## src/rtl/elevator_ctrl_if.sv

```systemverilog
// Car-controller bus: debounced floor-call pulses in, car position, motor/door
// status and latched call set out.
interface elevator_ctrl_if #(
  parameter int FLOORS = 4
);
  localparam int FW = (FLOORS > 1) ? $clog2(FLOORS) : 1;

  logic [FLOORS-1:0] call;
  logic [FW-1:0]     floor;
  logic              moving_up;
  logic              moving_down;
  logic              door_open;
  logic [FLOORS-1:0] pending;

  modport master (
    output call,
    input  floor, moving_up, moving_down, door_open, pending
  );

  modport slave (
    input  call,
    output floor, moving_up, moving_down, door_open, pending
  );
endinterface

```

## src/rtl/elevator_ctrl.sv

```systemverilog
// Collective-scheduling elevator car controller: latches floor calls, moves the
// car one floor per TRAVEL_CYCLES, holds the door DOOR_CYCLES at called floors.
module elevator_ctrl #(
  parameter int FLOORS        = 4,
  parameter int TRAVEL_CYCLES = 50,
  parameter int DOOR_CYCLES   = 100
) (
  input  logic            clk,
  input  logic            reset,
  elevator_ctrl_if.slave  bus
);
  localparam int FW   = $clog2(FLOORS);
  localparam int MAXC = (TRAVEL_CYCLES > DOOR_CYCLES) ? TRAVEL_CYCLES : DOOR_CYCLES;
  localparam int CW   = $clog2(MAXC + 1);

  localparam logic [CW-1:0] TRAVEL_LAST = CW'(TRAVEL_CYCLES - 1);
  localparam logic [CW-1:0] DOOR_LAST   = CW'(DOOR_CYCLES - 1);
  localparam logic [FW-1:0] TOP_FLOOR   = FW'(FLOORS - 1);

  typedef enum logic [1:0] {
    S_IDLE      = 2'd0,
    S_MOVE_UP   = 2'd1,
    S_MOVE_DOWN = 2'd2,
    S_DOOR      = 2'd3
  } state_t;

  typedef enum logic {
    DIR_UP   = 1'b0,
    DIR_DOWN = 1'b1
  } dir_t;

  state_t            r_state;
  logic [FW-1:0]     r_floor;
  dir_t              r_dir;
  logic [FLOORS-1:0] r_pending;
  logic [CW-1:0]     r_tcnt;
  logic [CW-1:0]     r_dcnt;
  logic              r_moving_up;
  logic              r_moving_down;
  logic              r_door_open;

  state_t            w_state_nxt;
  logic [FW-1:0]     w_floor_nxt;
  dir_t              w_dir_nxt;
  logic [FLOORS-1:0] w_pending_nxt;
  logic [CW-1:0]     w_tcnt_nxt;
  logic [CW-1:0]     w_dcnt_nxt;

  logic              w_above;
  logic              w_below;
  logic              w_ahead;
  logic              w_behind;
  logic [FW-1:0]     w_step_floor;
  logic              w_at_end;

  // State, position, call set and counters; reset discards any trip in progress
  always_ff @(posedge clk) begin
    if (reset) begin
      r_state       <= S_IDLE;
      r_floor       <= '0;
      r_dir         <= DIR_UP;
      r_pending     <= '0;
      r_tcnt        <= '0;
      r_dcnt        <= '0;
      r_moving_up   <= 1'b0;
      r_moving_down <= 1'b0;
      r_door_open   <= 1'b0;
    end else begin
      r_state       <= w_state_nxt;
      r_floor       <= w_floor_nxt;
      r_dir         <= w_dir_nxt;
      r_pending     <= w_pending_nxt;
      r_tcnt        <= w_tcnt_nxt;
      r_dcnt        <= w_dcnt_nxt;
      r_moving_up   <= (w_state_nxt == S_MOVE_UP);
      r_moving_down <= (w_state_nxt == S_MOVE_DOWN);
      r_door_open   <= (w_state_nxt == S_DOOR);
    end
  end

  // Outstanding requests relative to the car, and the floor the car is heading to
  always_comb begin
    w_above = 1'b0;
    w_below = 1'b0;
    for (int i = 0; i < FLOORS; i++) begin
      w_above = w_above | (r_pending[i] & (FW'(i) > r_floor));
      w_below = w_below | (r_pending[i] & (FW'(i) < r_floor));
    end
    if (r_dir == DIR_UP) begin
      w_ahead  = w_above;
      w_behind = w_below;
    end else begin
      w_ahead  = w_below;
      w_behind = w_above;
    end
    if (r_state == S_MOVE_DOWN) begin
      w_step_floor = r_floor - FW'(1);
      w_at_end     = (w_step_floor == '0);
    end else begin
      w_step_floor = r_floor + FW'(1);
      w_at_end     = (w_step_floor == TOP_FLOOR);
    end
  end

  // Next-state, call latching and counter control
  always_comb begin
    w_state_nxt   = r_state;
    w_floor_nxt   = r_floor;
    w_dir_nxt     = r_dir;
    w_pending_nxt = r_pending | bus.call;
    w_tcnt_nxt    = r_tcnt;
    w_dcnt_nxt    = r_dcnt;

    case (r_state)
      S_IDLE: begin
        // A call at the car's own floor just opens the door; it is never queued
        w_pending_nxt[r_floor] = r_pending[r_floor];
        if (bus.call[r_floor]) begin
          w_state_nxt = S_DOOR;
          w_dcnt_nxt  = '0;
        end else if (w_above && ((r_dir == DIR_UP) || !w_below)) begin
          w_state_nxt = S_MOVE_UP;
          w_dir_nxt   = DIR_UP;
          w_tcnt_nxt  = '0;
        end else if (w_below) begin
          w_state_nxt = S_MOVE_DOWN;
          w_dir_nxt   = DIR_DOWN;
          w_tcnt_nxt  = '0;
        end else begin
          w_state_nxt = S_IDLE;
        end
      end

      S_MOVE_UP, S_MOVE_DOWN: begin
        if (r_tcnt == TRAVEL_LAST) begin
          w_tcnt_nxt  = '0;
          w_floor_nxt = w_step_floor;
          if (r_pending[w_step_floor] || bus.call[w_step_floor]) begin
            w_pending_nxt[w_step_floor] = 1'b0;
            w_state_nxt                 = S_DOOR;
            w_dcnt_nxt                  = '0;
          end else if (w_at_end) begin
            w_state_nxt = S_IDLE;
          end else begin
            w_state_nxt = r_state;
          end
        end else begin
          w_tcnt_nxt = r_tcnt + CW'(1);
        end
      end

      S_DOOR: begin
        w_pending_nxt[r_floor] = r_pending[r_floor];
        if (bus.call[r_floor]) begin
          w_dcnt_nxt = '0;
        end else if (r_dcnt == DOOR_LAST) begin
          w_dcnt_nxt = '0;
          w_tcnt_nxt = '0;
          if (w_ahead) begin
            w_state_nxt = (r_dir == DIR_UP) ? S_MOVE_UP : S_MOVE_DOWN;
          end else if (w_behind) begin
            w_dir_nxt   = (r_dir == DIR_UP) ? DIR_DOWN : DIR_UP;
            w_state_nxt = (r_dir == DIR_UP) ? S_MOVE_DOWN : S_MOVE_UP;
          end else begin
            w_state_nxt = S_IDLE;
          end
        end else begin
          w_dcnt_nxt = r_dcnt + CW'(1);
        end
      end

      default: begin
        w_state_nxt   = S_IDLE;
        w_pending_nxt = '0;
        w_tcnt_nxt    = '0;
        w_dcnt_nxt    = '0;
      end
    endcase
  end

  assign bus.floor       = r_floor;
  assign bus.pending     = r_pending;
  assign bus.moving_up   = r_moving_up;
  assign bus.moving_down = r_moving_down;
  assign bus.door_open   = r_door_open;
endmodule

```

## src/flat_wrapper.sv

```systemverilog
// flat-port wrapper written by rule: the top's interface ports become plain ports
module elevator_ctrl_flat 
#(
  parameter int FLOORS        = 4,
  parameter int TRAVEL_CYCLES = 50,
  parameter int DOOR_CYCLES   = 100
)
  (clk, reset, bus_call, bus_floor, bus_moving_up, bus_moving_down, bus_door_open, bus_pending);
  elevator_ctrl_if #(.FLOORS(FLOORS)) bus_i ();
  input  logic clk;
  input  logic reset;
  input wire logic [$bits(bus_i.call)-1:0] bus_call;
  output wire logic [$bits(bus_i.floor)-1:0] bus_floor;
  output wire logic [$bits(bus_i.moving_up)-1:0] bus_moving_up;
  output wire logic [$bits(bus_i.moving_down)-1:0] bus_moving_down;
  output wire logic [$bits(bus_i.door_open)-1:0] bus_door_open;
  output wire logic [$bits(bus_i.pending)-1:0] bus_pending;
  assign bus_i.call = bus_call;
  assign bus_floor = bus_i.floor;
  assign bus_moving_up = bus_i.moving_up;
  assign bus_moving_down = bus_i.moving_down;
  assign bus_door_open = bus_i.door_open;
  assign bus_pending = bus_i.pending;
  elevator_ctrl #(.FLOORS(FLOORS), .TRAVEL_CYCLES(TRAVEL_CYCLES), .DOOR_CYCLES(DOOR_CYCLES)) u_core (.clk(clk), .reset(reset), .bus(bus_i));
endmodule
```

## config.mk

```make
export PLATFORM = sky130hd
export DESIGN_NAME = elevator_ctrl_flat
export DESIGN_NICKNAME = d
export VERILOG_FILES = /design/src/rtl/elevator_ctrl_if.sv /design/src/rtl/elevator_ctrl.sv /design/src/flat_wrapper.sv
export SDC_FILE = /design/constraint.sdc
export NUM_CORES = 1
export LEC_CHECK = 0
export ABC_AREA = 1
export CAP_MARGIN = 10
export CORE_MARGIN = 8
export CORE_UTILIZATION = 60
export DETAILED_ROUTE_END_ITERATION = 7
export PLACE_DENSITY = 0.94
export SYNTH_ARGS = -nofsm -noshare
export SYNTH_HDL_FRONTEND = slang
export SYNTH_SLANG_ARGS = --single-unit
export TNS_END_PERCENT = 10
```

## constraint.sdc

```tcl
create_clock -name clk -period 3.9 [get_ports clk]
set_input_delay 0.585 -clock clk [delete_from_list [all_inputs] [get_ports clk]]
set_output_delay 0.585 -clock clk [all_outputs]
set_load 0.005 [all_outputs]
```

# Word-level counts from Yosys, hierarchy flattened
# Index checks and enable logic that the tools add are counted.
# totals
reg_bits,26
output_inout_bits,9
input_bits,6
# op_classes
n_mux,55
n_eq_ne,18
n_addsub,4
bitwise_logic,18
n_reduce_logical,15
magnitude_cmp,12
# op_table
operator,count
7-bit 2-to-1 mux,11
7-bit case mux with 3 select lines,2
2-bit 2-to-1 mux,13
1-bit 2-to-1 mux,17
7-bit by 1-bit adder with 7-bit output (second input constant),2
2-bit == test (second input constant),5
2-bit by 1-bit inequality test with 1-bit output (second input constant),5
1-bit AND,8
1-bit binary-select mux with 2-bit select,4
4-bit 2-to-1 mux,2
4-bit case mux with 2 select lines,1
7-bit by 6-bit == test with 1-bit output (second input constant),1
7-bit == test (second input constant),1
7-bit AND reduction,1
2-bit by 3-bit < comparator with 1-bit output (second input constant),2
2-bit inequality test (second input constant),3
1-bit bitwise OR,6
2-bit case mux with 3 select lines,1
4-bit AND,1
4-bit bitwise mux,1
1-bit demux with 2-bit select,2
2-bit by 1-bit == test with 1-bit output (second input constant),2
2-bit by 1-bit greater-or-equal comparator with 1-bit output (second input constant),2
1-bit by 2-bit greater-than comparator with 1-bit output (first input constant),2
other kinds (19),27

# Longest topological paths before layout
# Gate-level depths: netlist (run 1).
# depth
depth_word,12
ltp_mapped,17
mapped_depth_nobuf,16

# Worst setup path after synthesis (run 1)
# No wires, ideal clock.
# synth_path
kind,register to register
start,"reg u_core.r_floor[0], in the netlist u_core.bus.floor[0]"
end,reg u_core.r_dcnt[1]
stages_incl_launch_ff,16
t_arrival_ns,1.804
period_less_slack_ns,1.922
slack_ns,1.978
setup_time_ns,0.118
n_path_buf,1
path_cell_list,dfxtp_1 inv_2 buf_6 ha_1 inv_1 nand2_1 nand2_1 nand2_1 nand2_1 inv_1 nand2_1 nand2_2 nand2_1 nand2_2 o21ai_1 nor2_1
# synth_via
elab_chain_len,7
word_cells_on_any_way,15
# synth_rtl
element,line,rtl
from (decl),elevator_ctrl.sv:33,logic [FW-1:0] r_floor;
from (signal assigned),elevator_ctrl.sv:70,r_floor <= w_floor_nxt;
2-bit by 1-bit adder with 2-bit output or 2-bit by 1-bit subtractor with 2-bit output (tied branches),"elevator_ctrl.sv:100, elevator_ctrl.sv:97",
2-bit 2-to-1 mux,elevator_ctrl.sv:96,if (r_state == S_MOVE_DOWN) begin
1-bit binary-select mux with 2-bit select,elevator_ctrl.sv:138,if (r_pending[w_step_floor] || bus.call[w_step_floor]) begin
1-bit 2-to-1 mux (not written as such),elevator_ctrl.sv:138,
1-bit logical OR,elevator_ctrl.sv:138,
2-bit by 1-bit inequality test with 1-bit output (no source line),n/a,
3-bit AND reduction (no source line),n/a,
to (signal assigned),elevator_ctrl.sv:74,r_dcnt <= w_dcnt_nxt;
to (decl),elevator_ctrl.sv:37,logic [CW-1:0] r_dcnt;
# Parallel ways exist; a longest one is shown, timed or not. The select of a mux whose other input is x is not followed.
# A chain may end at the register's enable or synchronous reset.

# Final worst setup path (run 1)
# layout_path
start,"reg u_core.r_floor[0], in the netlist u_core.bus.floor[0]"
end,reg u_core.r_dcnt[2]
# The elaborated chain is that of the path after synthesis.

==> results of run 1 <==
-- sequential cells by signal, indices dropped and copies added (netlist names) --
name                    cells
u_core.r_dcnt               7
u_core.r_tcnt               7
u_core.bus.pending          4
u_core.bus.floor            2
u_core.r_state              2
u_core.bus.door_open        1
u_core.bus.moving_down      1
u_core.bus.moving_up        1
u_core.r_dir                1
-- layout make-up --
| cell class | count | area (um^2) | area share [%] |
|---|---|---|---|
| Inverter | 37 | 141 | 6.48 |
| Tap cell | 44 | 55.1 | 2.52 |
| Clock inverter | 1 | 30.0 | 1.38 |
| Timing Repair Buffer | 14 | 140 | 6.42 |
| Sequential cell | 26 | 520 | 23.9 |
| Clock buffer | 3 | 22.5 | 1.03 |
| Multi-Input combinational cell | 242 | 1270 | 58.3 |
-- worst max-delay path by stage --
stage	cells past startpoint	slack (ns)	from	end
floorplan	15	1.98	u_core.bus.floor[0]$_SDFFE_PP0P_	u_core.r_dcnt[1]$_SDFFE_PP0P_
global placement	14	1.59	u_core.bus.floor[0]$_SDFFE_PP0P_	u_core.r_dcnt[5]$_SDFFE_PP0P_
detailed placement	14	1.45	u_core.bus.floor[0]$_SDFFE_PP0P_	u_core.r_dcnt[2]$_SDFFE_PP0P_
CTS	15	1.42	u_core.bus.floor[0]$_SDFFE_PP0P_	u_core.r_dcnt[2]$_SDFFE_PP0P_
global route	15	1.19	u_core.bus.floor[0]$_SDFFE_PP0P_	u_core.r_dcnt[2]$_SDFFE_PP0P_
finish	14	1.35	u_core.bus.floor[0]$_SDFFE_PP0P_	u_core.r_dcnt[2]$_SDFFE_PP0P_
-- critical path, delay by kind of cell, from the launching register on --
kind / cells / cell delay, ns
AO/OA/AOI/OAI: 1 / 0.06
buffers and inverters: 3 / 0.43
adder cells (fa/ha/maj): 1 / 0.39
AND/OR/NAND/NOR: 9 / 0.82
flip-flops: 1 / 0.72
-- per-layer routing --
| metal | vias to the layer above | routed length (um) | global-route usage [%] |
|---|---|---|---|
| met3 | 7 | 355 | 3.02 |
| met2 | 84 | 2270 | 30.4 |
| met5 | - | 0 | 0 |
| li1 | 1020 | - | - |
| met4 | 0 | 65 | 7.33 |
| met1 | 921 | 2030 | 21.6 |
-- placed cells by master (no fill, tap or decap) --
| cell type | synthesis | layout |
|---|---|---|
| a21oi_1 | 22 | 22 |
| a21oi_4 | 1 | 1 |
| a221oi_1 | 4 | 4 |
| bufinv_16 | 0 | 1 |
| clkbuf_4 | 0 | 3 |
| clkdlybuf4s50_1 | 0 | 14 |
| dfxtp_1 | 26 | 26 |
| ha_1 | 13 | 13 |
| inv_1 | 31 | 31 |
| inv_2 | 5 | 5 |
| inv_4 | 1 | 1 |
| nand2_1 | 106 | 106 |
| nand2_2 | 4 | 4 |
| nand2_4 | 2 | 2 |
| nand3_1 | 19 | 19 |
| nand3_2 | 1 | 1 |
| nand3_4 | 1 | 1 |
| nand4_1 | 3 | 3 |
| nor2_1 | 24 | 24 |
| nor2_8 | 1 | 1 |
| nor3_1 | 8 | 8 |
| nor4_1 | 1 | 1 |
| o21ai_0 | 12 | 12 |
| o21ai_1 | 4 | 4 |
| o21ai_2 | 1 | 1 |
| or2_1 | 2 | 2 |
| or2_2 | 4 | 4 |
| xnor2_1 | 4 | 4 |
| xor2_1 | 5 | 5 |
-- metrics by stage --
| stage | util, % | hold slack [ns] | setup WS, ns | instance area, um^2 |
|---|---|---|---|---|
| floorplan | - | 0.458 | 1.98 | 1960 |
| global placement | 69.2 | 0.476 | 1.59 | 2130 |
| detailed placement | 69.2 | 0.479 | 1.45 | 2130 |
| CTS | 70.9 | 0.500 | 1.42 | 2180 |
| global route | 70.9 | 0.525 | 1.19 | 2180 |
| finish | 70.9 | 0.505 | 1.35 | 2180 |
-- where the power goes --
part	switching (mW)	internal (mW)	leakage (nW)	total [mW]
logic	0.378	0.223	0.757	0.601
clock network	0.0902	0.104	0.0279	0.194
registers	0.0574	0.325	0.213	0.383
-- logic make-up (layout without fill, tap and decap cells) --
kind of cell             after synthesis  in the layout  synth area share (%)
AO/OA/AOI/OAI                         44             44                  12.8
flip-flops                            26             26                  26.5
adder cells (fa/ha/maj)               13             13                  8.29
AND/OR/NAND/NOR                      176            176                  39.8
XOR/XNOR                               9              9                  4.02
buffers and inverters                 42             55                  8.61
==> impl_metrics.py, run 1 <==
metrics = {
    "setup_path": {
        "cp.arrival_ns": 2.77,
        "critPathMaxStageDelay_ns": 0.72,
        "worst_path_max_delay_cell": "dfxtp_1",
        "cpMostUsedCell": "nand2_1",
        "criticalPathCategory": "flip-flop to flip-flop",
        "rr_endpoint": "u_core.r_dcnt[2]$_SDFFE_PP0P_",
        "r2r_slack_ns": 1.35,
        "crit_path_cell_trace": "inv_2, ha_1, inv_1, nand2_1, nand2_1, nand2_1, nand2_1, nand2_1, nand2_2, nand2_1, nand2_2, inv_2, nand2_1, a21oi_1",
        "rr_startpoint": "u_core.bus.floor[0]$_SDFFE_PP0P_",
        "end_kind": "flip-flop",
        "path_max_fanout": 17,
        "reg2reg_depth": 14,
        "crit_required_ns": 4.12,
        "startpoint_type": "flip-flop",
    },
    "global_routing": {
        "grt_max_degree": 18,
        "grt_pass1_wl_mm": 7.80,
        "grt_overflow": 0,
        "grt_usage_pct": 17.9,
        "grt_pass1_vias": 1816,
        "antenna_found_initial": 0,
    },
    "min_path": {
        "hold_start": "u_core.r_dcnt[6]$_SDFFE_PP0P_",
        "min_path_cells": 2,
        "holdPathEnd": "u_core.r_dcnt[6]$_SDFFE_PP0P_",
        "hold_class": "flip-flop to flip-flop",
    },
    "place": {
        "gp_congestion": 0.924,
        "place_inst": 363,
        "port-buffer-count": 14,
        "dpl.hpwl_mm": 3.42,
    },
    "timing": {
        "skew_ns": 0.00819,
        "setup_tns_ns": 0,
        "relSlewSlack_pct": 54.4,
        "rsz0062_at_grt": "no",
        "min_period_ns": 2.55,
        "setup_viol": 0,
        "finalCritPeriodShare_pct": 65.3,
        "drv_slew": 0,
        "worst_pin_slew_ns": 0.682,
        "fmax_ghz": 0.392,
        "hold_viol_final": 0,
    },
    "die": {
        "num_rows": 20,
        "io_pins": 15,
        "core_um2": 3080,
        "dieArea_um2": 5360,
        "fp.dieH_um": 73.2,
        "die_x_um": 73.2,
        "initial_core_util_pct": 63.7,
    },
    "outcome": {
        "status": "finished clean",
    },
    "routing": {
        "ant_nets": 0,
        "firstDrtPassIters": 4,
        "drc": 0,
        "wl_per_cell_um": 12.8,
        "vias": 2032,
        "vias_per_cell": 5.54,
        "drt_iter0_drc": 236,
        "routed_wl_mm": 4.71,
    },
    "clocking": {
        "clockBufferDepth": 2,
        "htreeDepth": 1,
        "cts_tree": "built",
        "cts_resized": 0,
        "cts.hold.buffers_added": 0,
        "insertion_delay_ns": 0.34,
        "cts-root-buf": "clkbuf_4",
        "cts.clk_slew.worst_paths_ns": 0.16,
        "cts_buffers": 3,
        "cts_sinks": 26,
        "postCtsSetupRepairBufs": 0,
    },
    "logic_synthesis": {
        "synthesis.nets": 329,
        "ys_ff_latch": 26,
        "synth.distinct_cells": 29,
        "yosys_warnings": 0,
        "syn_avg_cell_area_um2": 6.33,
        "mappedNetlistArea_um2": 1960,
        "synth.most_common_cell": "nand2_1",
        "synthTopCellsByArea": "dfxtp_1 (27%), nand2_1 (20%), ha_1 (8.3%)",
        "synth_edf_count": 0,
        "yosysTopAreaCell": "dfxtp_1",
        "async_reset_ff_share_pct": 0,
        "yosys-top-cells-count": "nand2_1 (106), inv_1 (31), dfxtp_1 (26)",
        "synthFlopType": "dfxtp_1",
        "synthCells": 310,
        "yosysSeqAreaShare_pct": 26.5,
        "synth_top_area_share_pct": 26.5,
    },
    "pwr": {
        "p_total_mw": 1.18,
        "leakage_nw": 0.998,
        "ir_worst_vdd_mv": 0.275,
        "powerDensity_nw_per_um2": 540,
    },
    "layout": {
        "drive_gt1_share_pct": 7.74,
        "fillCellCount": 258,
        "diodes": 0,
        "nNetsFinal": 343,
        "synthToLayoutAreaGrowth_pct": 11.2,
        "layoutNonFillerInstCount": 367,
    },
    "flow_run": {
        "maxCapViolCount": 0,
    },
}
Note: power is estimated with default switching activity, not from simulation.
==> run 2, diff against run 1 <==
--- a/config.mk
+++ b/config.mk
@@ -8,9 +8,9 @@
 export ABC_AREA = 1
 export CAP_MARGIN = 10
 export CORE_MARGIN = 8
-export CORE_UTILIZATION = 60
+export CORE_UTILIZATION = 58
 export DETAILED_ROUTE_END_ITERATION = 7
-export PLACE_DENSITY = 0.94
+export PLACE_DENSITY = 0.91
 export SYNTH_ARGS = -nofsm -noshare
 export SYNTH_HDL_FRONTEND = slang
 export SYNTH_SLANG_ARGS = --single-unit
==> constraint.sdc (replaced) <==
create_clock -name clk -period 2.65 [get_ports clk]
set_input_delay 0.3975 -clock clk [delete_from_list [all_inputs] [get_ports clk]]
set_output_delay 0.3975 -clock clk [all_outputs]
set_load 0.005 [all_outputs]
==> run 2 against run 1 <==
Against the previous run: worst hold slack worse by 0.0081 ns; global-route usage fell by 0.74 points; die area is 2.7% higher; utilization shrank 4.4 points; critical path type unchanged; clock power rose by 9%; clock skew shrank 0.00085 ns; design area about the same; sequential power grew 45%; sequential share of layout area barely moved; flip-flop and latch count is the same; non-clock buffer count grew 2.
==> impl_metrics.py, run 2 (same netlist as run 1, synthesis figures left out) <==
metrics = {
    "outcome": {
        "status": "finished clean",
    },
    "setup_path": {
        "path_max_fanout": 10,
        "rr_startpoint": "u_core.bus.floor[1]$_SDFFE_PP0P_",
        "cpLargestDelayFamily": "simple AND/OR/NAND/NOR gates",
        "cpMostUsedCell": "nand2_1",
        "criticalPathCategory": "flip-flop to flip-flop",
        "cp.buffers_inverters": 4,
        "reg2reg_depth": 15,
        "worst_path_max_delay_cell": "dfxtp_1",
        "r2r_slack_ns": 0.36,
        "cp.arrival_ns": 2.57,
        "critPathMaxStageDelay_ns": 0.59,
        "rr_endpoint": "u_core.r_dcnt[0]$_SDFFE_PP0P_",
        "end_kind": "flip-flop",
        "crit_required_ns": 2.93,
        "startpoint_type": "flip-flop",
        "crit_path_cell_trace": "inv_2, ha_1, inv_1, nand2_1, nand2_1, nand2_1, nand2_1, inv_1, nand2_1, nand2_2, nand2_1, nand2_2, inv_2, nand2_1, a21oi_1",
    },
    "global_routing": {
        "grt_max_degree": 17,
        "grt_pass1_vias": 1734,
        "grt_overflow": 0,
        "grt_pass1_wl_mm": 7.61,
        "antenna_found_initial": 0,
        "grt_usage_pct": 17.2,
    },
    "place": {
        "port-buffer-count": 14,
        "place_worst_setup_slack_ns": 0.419,
        "place_area_um2": 2150,
        "dpl.hpwl_mm": 3.23,
        "gp_congestion": 0.861,
        "place_inst": 367,
    },
    "timing": {
        "rsz0062_at_grt": "no",
        "setup_viol": 0,
        "fin_hold_ws_ns": 0.497,
        "hold_viol_final": 0,
        "drv_slew": 0,
        "skew_ns": 0.00734,
        "min_period_ns": 2.29,
        "setup_tns_ns": 0,
        "worst_pin_slew_ns": 0.421,
        "finalCritPeriodShare_pct": 86.3,
        "fin_ws_ns": 0.362,
        "relSlewSlack_pct": 71.9,
        "fmax_ghz": 0.437,
    },
    "routing": {
        "firstDrtPassIters": 4,
        "vias": 1943,
        "ant_nets": 0,
        "wl_per_cell_um": 11.6,
        "routed_wl_mm": 4.31,
        "vias_per_cell": 5.24,
        "drc": 0,
        "drt_iter0_drc": 123,
    },
    "die": {
        "initial_core_util_pct": 59.7,
        "die_x_um": 74.2,
        "core_um2": 3280,
        "num_rows": 21,
        "io_pins": 15,
        "fp.dieH_um": 74.2,
        "dieArea_um2": 5500,
    },
    "pwr": {
        "p_total_mw": 1.63,
        "powerDensity_nw_per_um2": 747,
        "leakage_nw": 1.00,
        "ir_worst_vdd_mv": 0.563,
    },
    "clocking": {
        "insertion_delay_ns": 0.34,
        "cts.clk_slew.worst_paths_ns": 0.15,
        "cts_sinks": 26,
        "cts-root-buf": "clkbuf_4",
        "htreeDepth": 1,
        "clockBufferDepth": 2,
        "cts_tree": "built",
        "cts.hold.buffers_added": 0,
        "cts_buffers": 3,
        "cts_resized": 0,
        "postCtsSetupRepairBufs": 0,
    },
    "layout": {
        "design_area_um2": 2180,
        "diodes": 0,
        "fin_util_pct": 66.5,
        "synthToLayoutAreaGrowth_pct": 11.3,
        "nNetsFinal": 345,
        "fillCellCount": 290,
        "drive_gt1_share_pct": 8.31,
        "final_cell_mix": "nand2_1 (106), inv_1 (31), dfxtp_1 (26), nor2_1 (24), a21oi_1 (22)",
        "final_common_cell": "nand2_1",
        "layoutNonFillerInstCount": 371,
    },
    "min_path": {
        "hold_class": "flip-flop to flip-flop",
        "holdPathEnd": "u_core.r_dcnt[0]$_SDFFE_PP0P_",
        "hold_start": "u_core.r_dcnt[0]$_SDFFE_PP0P_",
        "min_path_cells": 2,
    },
    "flow_run": {
        "maxCapViolCount": 0,
    },
}
run 2: cell count changes in the layout (fill, tap and decap cells not counted):
cell       previous run  this run
buf_4                 0         2
clkbuf_8              0         1
bufinv_16             1         0
run 2: where the power goes:
group / switching, mW / internal [mW] / total [mW]
registers: 0.0781 / 0.478 / 0.557
logic: 0.534 / 0.328 / 0.863
clock network: 0.127 / 0.0844 / 0.211
total: 0.739 / 0.891 / 1.63
run 2: tightest hold or removal path, cell delays in order (launching register included):
cell and delay [ns]:
dfxtp_1 0.35, nand2_1 0.06, a21oi_1 0.05
run 2: worst max-delay path by stage:
stage | from | slack [ns] | end | depth (start not counted)
finish | u_core.bus.floor[1]$_SDFFE_PP0P_ | 0.36 | u_core.r_dcnt[0]$_SDFFE_PP0P_ | 15
global route | u_core.bus.floor[1]$_SDFFE_PP0P_ | 0.10 | u_core.r_dcnt[0]$_SDFFE_PP0P_ | 15
CTS | u_core.bus.floor[1]$_SDFFE_PP0P_ | 0.39 | u_core.r_dcnt[0]$_SDFFE_PP0P_ | 15
detailed placement | u_core.bus.floor[1]$_SDFFE_PP0P_ | 0.42 | u_core.r_dcnt[0]$_SDFFE_PP0P_ | 15
global placement | u_core.bus.floor[1]$_SDFFE_PP0P_ | 0.45 | u_core.r_dcnt[0]$_SDFFE_PP0P_ | 15
floorplan | u_core.bus.floor[0]$_SDFFE_PP0P_ | 0.73 | u_core.r_dcnt[1]$_SDFFE_PP0P_ | 15
run 2: metal layers:
layer | up-vias | part of all wire, % | track usage, %
met5 | - | 0 | 0
met4 | 0 | 0.67 | 5.10
met3 | 4 | 5.8 | 4.31
met2 | 51 | 47 | 29.2
met1 | 863 | 46 | 20.6
li1 | 1025 | - | -
run 2: cell type report:
cell class	instances	area, um^2	share of cell area, %
sequential	26	520	23.8
inverter	37	141	6.48
timing repair buffer	16	155	7.11
tap	46	57.6	2.64
multi-input combinational	242	1270	58.3
clock buffer	4	36.3	1.66
==> run 3, diff against run 2 <==
--- a/config.mk
+++ b/config.mk
@@ -9,6 +9,7 @@
 export CAP_MARGIN = 10
 export CORE_MARGIN = 8
 export CORE_UTILIZATION = 58
+export CTS_CLUSTER_SIZE = 8
 export DETAILED_ROUTE_END_ITERATION = 7
 export PLACE_DENSITY = 0.91
 export SYNTH_ARGS = -nofsm -noshare
==> results of run 3 <==
No change in the layout: final DEF, timing and power equal those of run 2.
